**src/rtl/stepper_phase_monitor.sv**
```systemverilog
// Watches an asynchronous 4-phase stepper drive, debounces the coil pattern and
// tracks a saturating signed step position with soft-limit flags and fault detection.
module stepper_phase_monitor #(
  parameter int STABLE_CYCLES = 16,
  parameter int POS_WIDTH     = 16,
  parameter int LIMIT_FWD     = 400,
  parameter int LIMIT_BWD     = -400
) (
  input  logic                        CLK100MHZ,
  input  logic                        CPU_RESETN,
  input  logic [3:0]                  coil,
  input  logic                        zero_pos,
  input  logic                        clear_fault,
  output logic signed [POS_WIDTH-1:0] position,
  output logic                        step_pulse,
  output logic                        step_dir,
  output logic                        energized,
  output logic                        fault,
  output logic [1:0]                  fault_code,
  output logic                        at_fwd_limit,
  output logic                        at_bwd_limit
);

  localparam int CW = $clog2(STABLE_CYCLES + 1);
  localparam logic signed [POS_WIDTH-1:0] POS_MAX = {1'b0, {(POS_WIDTH-1){1'b1}}};
  localparam logic signed [POS_WIDTH-1:0] POS_MIN = {1'b1, {(POS_WIDTH-1){1'b0}}};
  localparam logic signed [POS_WIDTH-1:0] POS_ONE = POS_WIDTH'(1);

  typedef enum logic [1:0] {NOREF, TRACK, FAULT} state_t;

  function automatic logic signed [POS_WIDTH-1:0] sat_inc(input logic signed [POS_WIDTH-1:0] v);
    return (v == POS_MAX) ? v : v + POS_ONE;
  endfunction

  function automatic logic signed [POS_WIDTH-1:0] sat_dec(input logic signed [POS_WIDTH-1:0] v);
    return (v == POS_MIN) ? v : v - POS_ONE;
  endfunction

  // {is_phase, phase}
  function automatic logic [2:0] decode(input logic [3:0] c);
    case (c)
      4'b1001: return 3'b100;
      4'b1010: return 3'b101;
      4'b0110: return 3'b110;
      4'b0101: return 3'b111;
      default: return 3'b000;
    endcase
  endfunction

  logic [3:0]    coil_p0, coil_p1, cand;
  logic [CW-1:0] stab_cnt;
  logic [3:0]    pat_p2;
  logic          vld_p2;

  // Stage 0/1: two-flop synchronizer; stage 2: stability filter and accepted pattern
  always_ff @(posedge CLK100MHZ or negedge CPU_RESETN) begin
    if (!CPU_RESETN) begin
      coil_p0  <= '0;
      coil_p1  <= '0;
      cand     <= '0;
      stab_cnt <= '0;
      pat_p2   <= '0;
      vld_p2   <= 1'b0;
    end else begin
      coil_p0 <= coil;
      coil_p1 <= coil_p0;
      vld_p2  <= 1'b0;
      if (coil_p1 != cand) begin
        cand     <= coil_p1;
        stab_cnt <= CW'(1);
      end else if (stab_cnt != CW'(STABLE_CYCLES)) begin
        stab_cnt <= stab_cnt + CW'(1);
      end
      if (coil_p1 == cand && stab_cnt == CW'(STABLE_CYCLES - 1) && cand != pat_p2) begin
        pat_p2 <= cand;
        vld_p2 <= 1'b1;
      end
    end
  end

  state_t                      state;
  logic [1:0]                  q;
  logic [2:0]                  dec;
  logic                        is_ph, is_ill, new_pat;
  logic                        step_fwd, step_bwd, step_opp;
  logic signed [POS_WIDTH-1:0] pos_nxt;
  logic signed [31:0]          pos_ext;

  assign dec      = decode(pat_p2);
  assign is_ph    = dec[2];
  assign is_ill   = !is_ph && (pat_p2 != 4'b0000);
  assign new_pat  = vld_p2 && (state == TRACK);
  assign step_fwd = new_pat && is_ph && (dec[1:0] == q + 2'd1);
  assign step_bwd = new_pat && is_ph && (dec[1:0] == q - 2'd1);
  assign step_opp = new_pat && is_ph && (dec[1:0] == q + 2'd2);
  assign pos_ext  = 32'(pos_nxt);

  always_comb begin
    pos_nxt = position;
    if (step_fwd)      pos_nxt = sat_inc(position);
    else if (step_bwd) pos_nxt = sat_dec(position);
    if (zero_pos)      pos_nxt = '0;
  end

  // Stage 3: tracking FSM and registered outputs
  always_ff @(posedge CLK100MHZ or negedge CPU_RESETN) begin
    if (!CPU_RESETN) begin
      state        <= NOREF;
      q            <= 2'd0;
      position     <= '0;
      step_pulse   <= 1'b0;
      step_dir     <= 1'b0;
      energized    <= 1'b0;
      fault        <= 1'b0;
      fault_code   <= 2'b00;
      at_fwd_limit <= 1'b0;
      at_bwd_limit <= 1'b0;
    end else begin
      step_pulse   <= step_fwd | step_bwd;
      energized    <= is_ph;
      position     <= pos_nxt;
      at_fwd_limit <= (pos_ext >= LIMIT_FWD);
      at_bwd_limit <= (pos_ext <= LIMIT_BWD);
      if (step_fwd)      step_dir <= 1'b1;
      else if (step_bwd) step_dir <= 1'b0;
      case (state)
        NOREF: begin
          // An illegal accepted pattern faults even without a fresh acceptance
          if (is_ill) begin
            state      <= FAULT;
            fault      <= 1'b1;
            fault_code <= 2'b01;
          end else if (vld_p2 && is_ph) begin
            state <= TRACK;
            q     <= dec[1:0];
          end
        end
        TRACK: begin
          if (vld_p2) begin
            if (is_ill) begin
              state      <= FAULT;
              fault      <= 1'b1;
              fault_code <= 2'b01;
            end else if (step_opp) begin
              state      <= FAULT;
              fault      <= 1'b1;
              fault_code <= 2'b10;
            end else if (step_fwd || step_bwd) begin
              q <= dec[1:0];
            end
          end
        end
        FAULT: begin
          if (clear_fault) begin
            state      <= NOREF;
            fault      <= 1'b0;
            fault_code <= 2'b00;
          end
        end
        default: state <= NOREF;
      endcase
    end
  end

endmodule

```
**config.mk**
```make
export PLATFORM = sky130hd
export DESIGN_NAME = stepper_phase_monitor
export DESIGN_NICKNAME = d
export VERILOG_FILES = /design/src/rtl/stepper_phase_monitor.sv
export SDC_FILE = /design/constraint.sdc
export NUM_CORES = 1
export LEC_CHECK = 0
export CORE_MARGIN = 1
export CORE_UTILIZATION = 34
export CTS_CLUSTER_DIAMETER = 60
export CTS_CLUSTER_SIZE = 14
export DETAILED_ROUTE_END_ITERATION = 6
export GPL_TIMING_DRIVEN = 0
export HOLD_SLACK_MARGIN = 0.15
export PLACE_DENSITY = 0.59
export SETUP_SLACK_MARGIN = 0.05
export SLEW_MARGIN = 10
export SYNTH_ARGS = -nofsm -noshare
export SYNTH_HDL_FRONTEND = slang
export SYNTH_SLANG_ARGS = --single-unit
export TNS_END_PERCENT = 1
```
**constraint.sdc**
```tcl
create_clock -name CLK100MHZ -period 3.3 [get_ports CLK100MHZ]
set_clock_uncertainty 0.15 [all_clocks]
set_input_delay 0.66 -clock CLK100MHZ [delete_from_list [all_inputs] [get_ports CLK100MHZ]]
set_output_delay 0.66 -clock CLK100MHZ [all_outputs]
set_load 0.01 [all_outputs]
```
==> results_dict.tcl <==
set metrics [dict create \
    layout.nets 396 \
    antenna_found_initial 0 \
    yosysTopAreaCell "dfrtp_1" \
    synth_area_um2 3240 \
    synth_edf_count 0 \
    drt_first_pass_iters 5 \
    cp_num_cells 11 \
    hold_viol_final 0 \
    rsz0062_at_grt "no" \
    wl_per_cell_um 15.2 \
    power.leakage_uw 0.00165 \
    place_congestion 0.926 \
    grt_pass1_wl_um 12800 \
    overflow 0 \
    synth.area.top_cells "dfrtp_1 (39%), xnor2_1 (3.2%), ha_1 (3.1%), mux2_2 (2.8%), nor2_1 (2.8%)" \
    yosysSeqAreaShare_pct 38.6 \
    worstPathArrival_ps 3190 \
    coreArea_um2 9240 \
    place_hpwl_um 5500 \
    via_count 2703 \
    cts_tree "built" \
    path_max_fanout 7 \
    maxCapViolations 0 \
    drt_iter0_drc 131 \
    crit_buf_inv 2 \
    worstReg2RegStart "position[0]" \
    finalCritPeriodShare_pct 94.8 \
    first_global_vias 2504 \
    path_class "reg -> reg" \
    reg2reg_slack_ps 170 \
    clock_sinks 50 \
    yosys.cell_types.count 78 \
    start_util_pct 35.0 \
    cp-startpoint "position[0]" \
    htreeDepth 2 \
    path_cells "buf_4 -> ha_1 -> nand4_1 -> nor4_4 -> buf_4 -> a2111oi_0 -> o21ai_1 -> mux2_2 -> and4bb_1 -> nand4b_1 -> a22o_1" \
    portBuffers 30 \
    worst_pin_slew_ps 593 \
    hold_ws_ps 174 \
    vdd_drop_max_mv 0.157 \
    status "finished, final reports clean" \
    layout.cells.most_common "dfrtp_1" \
    drive_gt1_share_pct 19.9 \
    drcViolationCount 0 \
    setup_viol 0 \
    endpoint_kind "flip-flop" \
    syn2layout_area_growth_pct 22.3 \
    setup_ws_ps 172 \
    numCtsBuffers 5 \
    async_reset_ff_share_pct 100 \
    fin_area_um2 3960 \
    cp_common_cell "buf_4" \
    cp_slowest_cell "a2111oi_0" \
    finalMaxSlewViolations 0 \
    period_minus_slack_ps 3130 \
    fmax_ghz 0.320 \
    grt_max_degree 29 \
    clock_latency_ps 310 \
    clk_pin_slew_ps 110 \
    power_density_nw_per_um2 282 \
    drt_wl_total_um 7740 \
    rows 35 \
    io_pins 32 \
    yosys.area.top_type_share_pct 38.6 \
    grtUsageTotal_pct 16.3 \
    crit_end "at_bwd_limit" \
    final_util_pct 42.9 \
    synth_area_per_cell_um2 9.84 \
    critPathMaxStageDelay_ps 480 \
    syn_nets 345 \
    placed_area_um2 3710 \
    antenna_left 0 \
    antenna_cells 0 \
    path_delay_family "compound AO/OA/AOI/OAI gates" \
    clock_path_buffers 2 \
    r2r-end "at_bwd_limit" \
    post-place-ws_ps -240 \
    worst_setup_path_start_kind "flip-flop" \
    synth_flop_cell "dfrtp_1" \
    required_ps 3360 \
    r2r_cells 11 \
    slew_headroom_pct 60.4 \
    ys_warn_count 0 \
    post_synth_inst_count 329 \
    final_cell_mix "dfrtp_1 (49), clkdlybuf4s50_1 (29), nor2_1 (24), nand2_1 (22), inv_1 (19)" \
    ys_ff_latch 50 \
    cts-root-buf "clkbuf_8" \
    fin_setup_tns_ps 0 \
    dieWidth_um 99.6 \
    die_h_um 99.6 \
    die_area_um2 9920 \
    holdCritPathClass "in -> async" \
    drt-vias-per-instance 5.30 \
]
-- per-stage QoR --
step                total power (uW)  instances
floorplan                        690        329
global placement                 725        488
detailed placement               730        489
CTS                             1140        501
global route                    1160        510
finish                          1120        510
-- power breakdown --
group / switching (uW) / total, uW / internal, uW / leakage (uW)
clock network: 241 / 399 / 158 / 0.0000502
registers: 10.3 / 633 / 623 / 0.000659
logic: 49.9 / 85.8 / 35.9 / 0.000941
-- timing repair --
item,4_1_cts,5_1_grt
buffers inserted,4,9
gates resized for setup,3,7
pin swaps,4,5
setup endpoints to repair,2,2
hold buffers,0,0
gates cloned,0,0
-- cells in the mapped netlist (4+ instances only) --
cell and number:
nor3_1 15, buf_2 6, nor4_1 5, nand2b_1 5
o21ai_0 9, xnor2_1 12, nand3_1 5, nor2b_1 8
inv_1 19, a21oi_1 12, clkbuf_1 8, or4_1 4
nor2_1 24, xor2_1 5, nand4_1 6, ha_1 8
or3_1 4, and3_1 4, mux2_2 8, nand2_1 22
dfrtp_1 50, o21ai_1 4, mux2i_1 8
-- worst register-to-register path: cells and delay by family (launching register included) --
family / cells / cell delay, ps
adder cells (fa/ha/maj): 1 / 240
flip-flops: 1 / 470
buffers and inverters: 2 / 310
AO/OA/AOI/OAI: 3 / 930
AND/OR/NAND/NOR: 4 / 650
multiplexers: 1 / 290
-- logic make-up after synthesis --
kind of cell | Yosys count | synth area share [%]
and+or+nand+nor | 129 | 24.3
DFF | 50 | 38.6
xor gates and xnor gates | 18 | 5.45
muxes | 17 | 5.72
buffers and inverters | 39 | 5.49
adders and majority gates | 8 | 3.09
AOI/OAI and AO/OA | 68 | 17.3
-- per-layer routing --
layer	share of wire, %	GRT usage (%)
met1	50	23.4
met2	46	26.2
met3	3.4	1.90
met4	0.74	3.73
met5	0	0
-- how the worst min path moves through the flow --
stage          startpoint     endpoint  slack, ps  depth (start not counted)
3_5_place_dp   coil_p0[3]   coil_p1[3]        190                          0
2_1_floorplan  coil_p0[0]   coil_p1[0]        180                          0
5_1_grt        CPU_RESETN  position[2]        220                          1
4_1_cts        CPU_RESETN   coil_p0[0]        200                          1
6_report       CPU_RESETN  position[2]        170                          1
3_3_place_gp   coil_p0[3]   coil_p1[3]        180                          0
-- area by class of cell --
class                      count  area (um2)
timing repair buffer          44         413
multi-input combinational    240        1860
fill                         886        5280
tap                          129         161
inverter                      20        75.1
clock inverter                 3        28.8
clock buffer                   5        68.8
sequential                    50        1250
buffer                        19         103
-- state kept, by name (all words and copies together) (netlist names), 2 cells and up --
name        cells
state           2
fault_code      2
q               2
stab_cnt        5
coil_p1         4
pat_p2          4
coil_p0         4
cand            4
position       16
No activity file was read; power rests on OpenSTA's default activity.
